`config.mk`:
```
export PLATFORM = sky130hd
export DESIGN_NAME = multicycle_ctrl_flat
export DESIGN_NICKNAME = d
export VERILOG_FILES = /design/src/rtl/multicycle_ctrl_if.sv /design/src/rtl/multicycle_ctrl.sv /design/src/flat_wrapper.sv
export SDC_FILE = /design/constraint.sdc
export NUM_CORES = 1
export LEC_CHECK = 0
export ABC_AREA = 1
export BUFFER_PORTS_ARGS = -buffer_cell sky130_fd_sc_hd__buf_4
export CAP_MARGIN = 5
export CORE_UTILIZATION = 48
export DETAILED_ROUTE_END_ITERATION = 8
export GPL_TIMING_DRIVEN = 1
export HOLD_SLACK_MARGIN = 0.06
export PLACE_DENSITY = 0.74
export SLEW_MARGIN = 20
export SYNTH_ARGS = -nofsm -noshare
export SYNTH_HDL_FRONTEND = slang
export SYNTH_SLANG_ARGS = --single-unit
```
`constraint.sdc`:
```
create_clock -name clk -period 3.2 [get_ports clk]
set_input_delay 0.64 -clock clk [delete_from_list [all_inputs] [get_ports clk]]
set_output_delay 0.64 -clock clk [all_outputs]
set_load 0.01 [all_outputs]
```
`src/rtl/multicycle_ctrl_if.sv`:
```
// Control bundle between the multicycle MIPS controller and its datapath.
// The master side is the controller; the slave side is the datapath/memory.
interface multicycle_ctrl_if;
  logic       run;
  logic [5:0] opcode;
  logic       mem_ready;

  logic       iord_sel;
  logic       alusrca_sel;
  logic [1:0] alusrcb_sel;
  logic       memtoreg_sel;
  logic       regdst_sel;
  logic [1:0] pcsrc_sel;
  logic [1:0] alu_op;
  logic       pc_write;
  logic       pc_write_cond;
  logic       ir_write;
  logic       reg_write;
  logic       mem_read;
  logic       mem_write;
  logic       illegal_op;
  logic       idle;

  modport master (
    input  run, opcode, mem_ready,
    output iord_sel, alusrca_sel, alusrcb_sel, memtoreg_sel, regdst_sel,
           pcsrc_sel, alu_op, pc_write, pc_write_cond, ir_write, reg_write,
           mem_read, mem_write, illegal_op, idle
  );

  modport slave (
    output run, opcode, mem_ready,
    input  iord_sel, alusrca_sel, alusrcb_sel, memtoreg_sel, regdst_sel,
           pcsrc_sel, alu_op, pc_write, pc_write_cond, ir_write, reg_write,
           mem_read, mem_write, illegal_op, idle
  );
endinterface

```
`src/rtl/multicycle_ctrl.sv`:
```
// Moore control FSM for the multicycle MIPS datapath: sequences fetch, decode,
// execute, memory and writeback, stalling on the unified-memory ready handshake.
module multicycle_ctrl #(
  parameter logic [5:0] OP_RTYPE = 6'h00,
  parameter logic [5:0] OP_LW    = 6'h23,
  parameter logic [5:0] OP_SW    = 6'h2B,
  parameter logic [5:0] OP_BEQ   = 6'h04,
  parameter logic [5:0] OP_J     = 6'h02,
  parameter logic [5:0] OP_ADDI  = 6'h08
) (
  input  logic              clk,
  input  logic              reset_n,
  multicycle_ctrl_if.master bus
);

  typedef enum logic [3:0] {
    IDLE   = 4'd0,
    FETCH  = 4'd1,
    DECODE = 4'd2,
    MEMADR = 4'd3,
    MEMRD  = 4'd4,
    MEMWB  = 4'd5,
    MEMWR  = 4'd6,
    EXEC   = 4'd7,
    RWB    = 4'd8,
    BRANCH = 4'd9,
    JUMP   = 4'd10,
    ADDIEX = 4'd11,
    ADDIWB = 4'd12
  } state_t;

  typedef struct packed {
    logic       iord;
    logic       alusrca;
    logic [1:0] alusrcb;
    logic       memtoreg;
    logic       regdst;
    logic [1:0] pcsrc;
    logic [1:0] alu_op;
    logic       pc_write;
    logic       pc_write_cond;
    logic       reg_write;
    logic       mem_read;
    logic       mem_write;
    logic       idle;
  } ctrl_t;

  state_t state;
  state_t next_state;
  state_t boundary;
  ctrl_t  ctrl_q;
  logic   fetch_go;
  logic   opcode_legal;

  // Purely state-decoded controls; anything qualified by mem_ready or opcode is handled separately.
  function automatic ctrl_t decode(input state_t s);
    ctrl_t c;
    c = '0;
    case (s)
      IDLE:    c.idle = 1'b1;
      FETCH:   begin c.mem_read = 1'b1; c.alusrcb = 2'd1; end
      DECODE:  c.alusrcb = 2'd3;
      MEMADR:  begin c.alusrca = 1'b1; c.alusrcb = 2'd2; end
      MEMRD:   begin c.mem_read = 1'b1; c.iord = 1'b1; end
      MEMWB:   begin c.reg_write = 1'b1; c.memtoreg = 1'b1; end
      MEMWR:   begin c.mem_write = 1'b1; c.iord = 1'b1; end
      EXEC:    begin c.alusrca = 1'b1; c.alu_op = 2'd2; end
      RWB:     begin c.reg_write = 1'b1; c.regdst = 1'b1; end
      BRANCH:  begin
        c.alusrca       = 1'b1;
        c.alu_op        = 2'd1;
        c.pcsrc         = 2'd1;
        c.pc_write_cond = 1'b1;
      end
      JUMP:    begin c.pcsrc = 2'd2; c.pc_write = 1'b1; end
      ADDIEX:  begin c.alusrca = 1'b1; c.alusrcb = 2'd2; end
      ADDIWB:  c.reg_write = 1'b1;
      default: c = '0;
    endcase
    return c;
  endfunction

  always_comb begin
    opcode_legal = (bus.opcode == OP_RTYPE) || (bus.opcode == OP_LW) ||
                   (bus.opcode == OP_SW)    || (bus.opcode == OP_BEQ) ||
                   (bus.opcode == OP_J)     || (bus.opcode == OP_ADDI);
  end

  // Every return to FETCH is an instruction boundary where run decides whether to keep going.
  always_comb begin
    boundary   = bus.run ? FETCH : IDLE;
    next_state = state;
    case (state)
      IDLE:   if (bus.run) next_state = FETCH;
      FETCH:  if (bus.mem_ready) next_state = DECODE;
      DECODE: begin
        if ((bus.opcode == OP_LW) || (bus.opcode == OP_SW)) next_state = MEMADR;
        else if (bus.opcode == OP_RTYPE)                    next_state = EXEC;
        else if (bus.opcode == OP_BEQ)                      next_state = BRANCH;
        else if (bus.opcode == OP_J)                        next_state = JUMP;
        else if (bus.opcode == OP_ADDI)                     next_state = ADDIEX;
        else                                                next_state = boundary;
      end
      MEMADR: next_state = (bus.opcode == OP_LW) ? MEMRD : MEMWR;
      MEMRD:  if (bus.mem_ready) next_state = MEMWB;
      MEMWB:  next_state = boundary;
      MEMWR:  if (bus.mem_ready) next_state = boundary;
      EXEC:   next_state = RWB;
      RWB:    next_state = boundary;
      BRANCH: next_state = boundary;
      JUMP:   next_state = boundary;
      ADDIEX: next_state = ADDIWB;
      ADDIWB: next_state = boundary;
      default: next_state = IDLE;
    endcase
  end

  // Output register is loaded with the decode of the state being entered, so it always matches state.
  always_ff @(posedge clk or negedge reset_n) begin
    if (!reset_n) begin
      state  <= IDLE;
      ctrl_q <= decode(IDLE);
    end else begin
      state  <= next_state;
      ctrl_q <= decode(next_state);
    end
  end

  assign fetch_go = (state == FETCH) && bus.mem_ready;

  assign bus.iord_sel      = ctrl_q.iord;
  assign bus.alusrca_sel   = ctrl_q.alusrca;
  assign bus.alusrcb_sel   = ctrl_q.alusrcb;
  assign bus.memtoreg_sel  = ctrl_q.memtoreg;
  assign bus.regdst_sel    = ctrl_q.regdst;
  assign bus.pcsrc_sel     = ctrl_q.pcsrc;
  assign bus.alu_op        = ctrl_q.alu_op;
  assign bus.pc_write      = ctrl_q.pc_write | fetch_go;
  assign bus.pc_write_cond = ctrl_q.pc_write_cond;
  assign bus.ir_write      = fetch_go;
  assign bus.reg_write     = ctrl_q.reg_write;
  assign bus.mem_read      = ctrl_q.mem_read;
  assign bus.mem_write     = ctrl_q.mem_write;
  assign bus.illegal_op    = (state == DECODE) && !opcode_legal;
  assign bus.idle          = ctrl_q.idle;

  // The shared memory port can never see a read and a write together.
  a_no_rd_wr: assert property (@(posedge clk) disable iff (!reset_n)
                               !(bus.mem_read && bus.mem_write));
  a_irw_in_fetch: assert property (@(posedge clk) disable iff (!reset_n)
                                   bus.ir_write |-> bus.mem_read);
  a_illegal_in_decode: assert property (@(posedge clk) disable iff (!reset_n)
                                        bus.illegal_op |-> (state == DECODE));

endmodule

```
`src/flat_wrapper.sv`:
```
// flat-port wrapper written by rule: the top's interface ports become plain ports
module multicycle_ctrl_flat 
#(
  parameter logic [5:0] OP_RTYPE = 6'h00,
  parameter logic [5:0] OP_LW    = 6'h23,
  parameter logic [5:0] OP_SW    = 6'h2B,
  parameter logic [5:0] OP_BEQ   = 6'h04,
  parameter logic [5:0] OP_J     = 6'h02,
  parameter logic [5:0] OP_ADDI  = 6'h08
)
  (clk, reset_n, bus_run, bus_opcode, bus_mem_ready, bus_iord_sel, bus_alusrca_sel, bus_alusrcb_sel, bus_memtoreg_sel, bus_regdst_sel, bus_pcsrc_sel, bus_alu_op, bus_pc_write, bus_pc_write_cond, bus_ir_write, bus_reg_write, bus_mem_read, bus_mem_write, bus_illegal_op, bus_idle);
  multicycle_ctrl_if bus_i ();
  input  logic clk;
  input  logic reset_n;
  input wire logic [$bits(bus_i.run)-1:0] bus_run;
  input wire logic [$bits(bus_i.opcode)-1:0] bus_opcode;
  input wire logic [$bits(bus_i.mem_ready)-1:0] bus_mem_ready;
  output wire logic [$bits(bus_i.iord_sel)-1:0] bus_iord_sel;
  output wire logic [$bits(bus_i.alusrca_sel)-1:0] bus_alusrca_sel;
  output wire logic [$bits(bus_i.alusrcb_sel)-1:0] bus_alusrcb_sel;
  output wire logic [$bits(bus_i.memtoreg_sel)-1:0] bus_memtoreg_sel;
  output wire logic [$bits(bus_i.regdst_sel)-1:0] bus_regdst_sel;
  output wire logic [$bits(bus_i.pcsrc_sel)-1:0] bus_pcsrc_sel;
  output wire logic [$bits(bus_i.alu_op)-1:0] bus_alu_op;
  output wire logic [$bits(bus_i.pc_write)-1:0] bus_pc_write;
  output wire logic [$bits(bus_i.pc_write_cond)-1:0] bus_pc_write_cond;
  output wire logic [$bits(bus_i.ir_write)-1:0] bus_ir_write;
  output wire logic [$bits(bus_i.reg_write)-1:0] bus_reg_write;
  output wire logic [$bits(bus_i.mem_read)-1:0] bus_mem_read;
  output wire logic [$bits(bus_i.mem_write)-1:0] bus_mem_write;
  output wire logic [$bits(bus_i.illegal_op)-1:0] bus_illegal_op;
  output wire logic [$bits(bus_i.idle)-1:0] bus_idle;
  assign bus_i.run = bus_run;
  assign bus_i.opcode = bus_opcode;
  assign bus_i.mem_ready = bus_mem_ready;
  assign bus_iord_sel = bus_i.iord_sel;
  assign bus_alusrca_sel = bus_i.alusrca_sel;
  assign bus_alusrcb_sel = bus_i.alusrcb_sel;
  assign bus_memtoreg_sel = bus_i.memtoreg_sel;
  assign bus_regdst_sel = bus_i.regdst_sel;
  assign bus_pcsrc_sel = bus_i.pcsrc_sel;
  assign bus_alu_op = bus_i.alu_op;
  assign bus_pc_write = bus_i.pc_write;
  assign bus_pc_write_cond = bus_i.pc_write_cond;
  assign bus_ir_write = bus_i.ir_write;
  assign bus_reg_write = bus_i.reg_write;
  assign bus_mem_read = bus_i.mem_read;
  assign bus_mem_write = bus_i.mem_write;
  assign bus_illegal_op = bus_i.illegal_op;
  assign bus_idle = bus_i.idle;
  multicycle_ctrl #(.OP_RTYPE(OP_RTYPE), .OP_LW(OP_LW), .OP_SW(OP_SW), .OP_BEQ(OP_BEQ), .OP_J(OP_J), .OP_ADDI(OP_ADDI)) u_core (.clk(clk), .reset_n(reset_n), .bus(bus_i));
endmodule
```
---- After elaboration in Yosys (flattened, before gate mapping) ----
Index checks and enable logic that the tools add are counted.
storage, ports and cells
  register bits ........................... 20
  input port bits ......................... 10
  output and inout port bits .............. 18
cells by class
  equality and inequality tests ........... 29
  muxes and demuxes ....................... 25
  reduce and logical (&&, ||, !) cells .... 18
  bitwise logic cells ..................... 1
operator list
  cell                  number
  $eq A4 B4 Y1 const B  10
  $mux W4               9
  $pmux W4 S9           1
  $eq A4 B3 Y1 const B  8
  $eq A4 B2 Y1 const B  4
  $eq A6 B6 Y1 const B  2
  $mux W1               11
  $eq A4 B1 Y1 const B  2
  $logic_not A4 Y1      2
  $pmux W2 S2           2
  $eq A6 B2 Y1 const B  1
  $eq A6 B3 Y1 const B  1
  $eq A6 B4 Y1 const B  1
  $logic_not A6 Y1      1
  $logic_or A1 B1 Y1    6
  $pmux W2 S3           1
  $reduce_or A2 Y1      3
  $reduce_or A5 Y1      1
  $reduce_or A4 Y1      1
  $reduce_or A3 Y1      1
  $logic_and A1 B1 Y1   2
  $mux W2               1
  $logic_not A1 Y1      1
  $or A1 B1 Y1          1

---- Depth between registers and ports, before layout ----
  depth after elaboration ................. 10
  gate-level depth with buffers ........... 10

---- Worst setup path after synthesis ----
No wires, ideal clock.
  path kind ............................... input -> output
  start point ............................. input port bus_opcode[1]
  end point ............................... output port bus_illegal_op
  arrival time ............................ 1.221 ns
  path slack .............................. 1.339 ns
  buffers on the path ..................... 0
  stages .................................. 5
  data required time ...................... 2.560 ns
  cell sequence ........................... nand2_1 inv_1 nand3_2 nand2_2 nor3_1
between the ends
  cells in the longest elaborated chain, start to end .. 8
  elaborated cells on any way between the ends .. 13
  those cells by class .................... eq/ne (5); reduce/logical (8)
RTL lines
  element                                                  line                    source
  start, declared                                          flat_wrapper.sv:16      input wire logic [$bits(bus_i.opcode)-1:0] bus_opcode;
  $eq A6 B6 Y1 / $logic_not A6 Y1 (equally long branches)  multicycle_ctrl.sv:84   opcode_legal = (bus.opcode == OP_RTYPE) || (bus.opcode == OP_LW) ||
  $logic_or A1 B1 Y1 (2 in series)                         multicycle_ctrl.sv:84
  $logic_or A1 B1 Y1 (2 in series)                         multicycle_ctrl.sv:85   (bus.opcode == OP_SW) || (bus.opcode == OP_BEQ) ||
  $logic_or A1 B1 Y1 (*)                                   multicycle_ctrl.sv:86   (bus.opcode == OP_J) || (bus.opcode == OP_ADDI);
  $logic_not A1 Y1 (*)                                     multicycle_ctrl.sv:144  assign bus.illegal_op = (state == DECODE) && !opcode_legal;
  $logic_and A1 B1 Y1 (*)                                  multicycle_ctrl.sv:144
  end, declared                                            flat_wrapper.sv:31      output wire logic [$bits(bus_i.illegal_op)-1:0] bus_illegal_op;
Every way passes the cells marked *; elsewhere a longest branch is shown, timed or not.

---- Worst setup path in the final report ----
  start point ............................. register u_core.state[3]
  end point ............................... output port bus_pc_write
between the ends
  cells in the longest elaborated chain, start to end .. 3
RTL lines
  element                 line                    source
  start, declared         multicycle_ctrl.sv:48   state_t state;
  start signal, assigned  multicycle_ctrl.sv:124  state <= next_state;
  $eq A4 B1 Y1            multicycle_ctrl.sv:129  assign fetch_go = (state == FETCH) && bus.mem_ready;
  $logic_and A1 B1 Y1     multicycle_ctrl.sv:129
  $or A1 B1 Y1            multicycle_ctrl.sv:138  assign bus.pc_write = ctrl_q.pc_write | fetch_go;
  end, declared           flat_wrapper.sv:25      output wire logic [$bits(bus_i.pc_write)-1:0] bus_pc_write;
No other way between the ends.

==> results.cfg <==
[run_status]
status = finished, final reports clean

[critical_path]
critPathRequiredTime_ps = 2560
reg2reg_slack_ps = 1730
crit_chain = nor2_2 -> nand4_2 -> inv_1 -> or2_2 -> buf_4
cp.arrival_ps = 1500
reg2reg_to = u_core.bus.alusrcb_sel[1]$_DFF_PN0_
path_buf_inv = 2
rr_startpoint = u_core.state[3]$_DFF_PN0_
r2r_cells = 9
crit_path_top_delay_cell = dfrtp_1
path_max_fanout = 4
critPathCaptureType = output pin
critPathTopFamily = simple AND/OR/NAND/NOR gates
crit_type = reg -> out
startpoint = u_core.state[3]$_DFF_PN0_
cpPeakStageDelay_ps = 470
cp-start-kind = flop

[synth]
synth_simple_gate_area_share_pct = 45.0
synthMuxAreaShare_pct = 0
ys_seq_elements = 17
post_synth_num_cell_types = 26
avgSynthCellArea_um2 = 8.44
synthXorXnorAreaFrac_pct = 0
synth-adder-area-share_pct = 0
synth_top_family_by_area = simple AND/OR/NAND/NOR gates
synth_compound_area_share_pct = 6.17
ys.warnings.count = 0
netlist_area_um2 = 1050
postSynthCellCount = 125
syn_nets = 135
yosysSeqAreaShare_pct = 40.5

[place]
placed_cells = 177
place_congestion = 0.782
dpl.hpwl_um = 1690
portBuffers = 27
placed_area_um2 = 1280

[floorplan]
start_util_pct = 52.2
die_width_um = 48.9
die_h_um = 48.9
dieArea_um2 = 2390
io_pins = 28
num_rows = 16
coreArea_um2 = 2020

[routing]
firstDrtPassIters = 4
via_per_inst = 4.82
drt-wirelength-per-cell_um = 11.0
drt_iter0_markers = 11
ant_nets = 0
drc = 0
routed_wl_um = 1990
vias = 872

[grt]
grt_pass1_vias = 868
grt-ovfl-total = 0
grt_busiest_layer = met2
grt_pass1_wl_um = 3590
globalRouteMet1Util_pct = 23.2
grt_max_degree = 18
met3_usage_pct = 4.98
met2_usage_pct = 35.2
track_usage_pct = 19.7
antenna_found_initial = 0

[timing]
period_needed_ps = 2140
max_freq_mhz = 467
maxSlewViolCount = 0
skew_ps = 8.77
rsz0062_at_grt = false
worst_pin_slew_ps = 251
finalCritPeriodShare_pct = 67.0
finalSetupViolCount = 0
tns_ps = 0
hold_viol = 0
max_slew_margin_pct = 83.3

[layout]
nets = 165
area_growth_pct = 23.6
layout_common_cells = 27 x buf_4, 18 x nand2_1, 17 x nor2_1
layout-drive-gt1-share_pct = 48.1
final_common_cell = buf_4
final_area_um2 = 1300
final_cells = 181
num_antenna_cells = 0

[clock_tree]
clkTransAtPathRegs_ps = 90
cts_tree = done
cts_buffers = 3
cts_sinks = 17
clock_path_buffers = 2
ctsHoldBuffers = 0
cts.repair.resized = 0
ctsHtreeMaxLevel = 1
clkLatencyLatePin_ps = 280
post_cts_buffers = 0
root_buffer = clkbuf_4

[pwr]
cellLeakagePower_nw = 0.743
power_density_nw_per_um2 = 701
ir_drop_v = 0.000431

[run]
maxCapViolCount = 0

[worst_hold_path]
hold_path.class = in -> async
sequential cells by signal, indices dropped and copies added, names as in the netlist:
| register | count |
|---|---|
| u_core.bus.alu_op | 1 |
| u_core.bus.alusrca_sel | 1 |
| u_core.bus.alusrcb_sel | 2 |
| u_core.bus.idle | 1 |
| u_core.bus.iord_sel | 1 |
| u_core.bus.mem_read | 1 |
| u_core.bus.mem_write | 1 |
| u_core.bus.memtoreg_sel | 1 |
| u_core.bus.pc_write_cond | 1 |
| u_core.bus.reg_write | 1 |
| u_core.bus.regdst_sel | 1 |
| u_core.ctrl_q | 1 |
| u_core.state | 4 |
metrics by stage:
stage / util (%) / hold slack, ps / total power, mW / setup WS (ps)
after floorplan: - / 344 / 0.649 / 1340
after global placement: 63.1 / 507 / 0.799 / 1160
after detailed placement: 63.1 / 509 / 0.811 / 1110
after CTS: 64.5 / 194 / 0.923 / 1070
after global routing: 64.5 / 190 / 0.990 / 963
final: 64.5 / 195 / 0.914 / 1060
how the worst max path moves through the flow:
stage | end | slack (ps) | depth (start not counted)
floorplan | bus_illegal_op | 1340 | 5
global placement | bus_illegal_op | 1160 | 6
detailed placement | bus_illegal_op | 1110 | 6
CTS | bus_pc_write | 1070 | 5
global route | bus_pc_write | 960 | 5
finish | bus_pc_write | 1060 | 5
area by class of cell:
class / instances / area, um^2
fill: 175 / 718
multi-input combinational: 87 / 539
sequential: 17 / 427
timing repair buffer: 27 / 203
inverter: 19 / 73.8
tap: 27 / 33.8
clock buffer: 3 / 22.5
clock inverter: 1 / 5.00
synthesized netlist by cell type, drive strengths merged:
library cell | instances | share of area, %
a21oi | 2 | 1.3
buf | 2 | 1.4
dfrtp | 16 | 38
dfstp | 1 | 2.5
inv | 19 | 7.0
nand2 | 28 | 14
nand3 | 14 | 9.0
nand3b | 1 | 1.9
nand4 | 2 | 1.8
nor2 | 29 | 15
nor3 | 4 | 2.8
o21ai | 5 | 3.1
o21bai | 1 | 1.8
or2 | 1 | 0.59
metal layers:
metal	part of all wire, %	up-vias	routed length (um)
li1	-	448	-
met1	42	387	829
met2	53	35	1050
met3	4.8	2	96
met4	0.65	0	13
met5	0	-	0
logic make-up after synthesis:
group / count (synthesis)
and+or+nand+nor: 79
buffers and inverters: 21
DFF: 17
AOI/OAI and AO/OA: 8
power breakdown:
part	leakage (nW)	total (mW)	internal [mW]	switching (mW)
Clock	0.0177	0.106	0.0463	0.0600
Combinational	0.500	0.488	0.198	0.290
Sequential	0.226	0.319	0.281	0.0382
(Power assumes the default switching activity.)
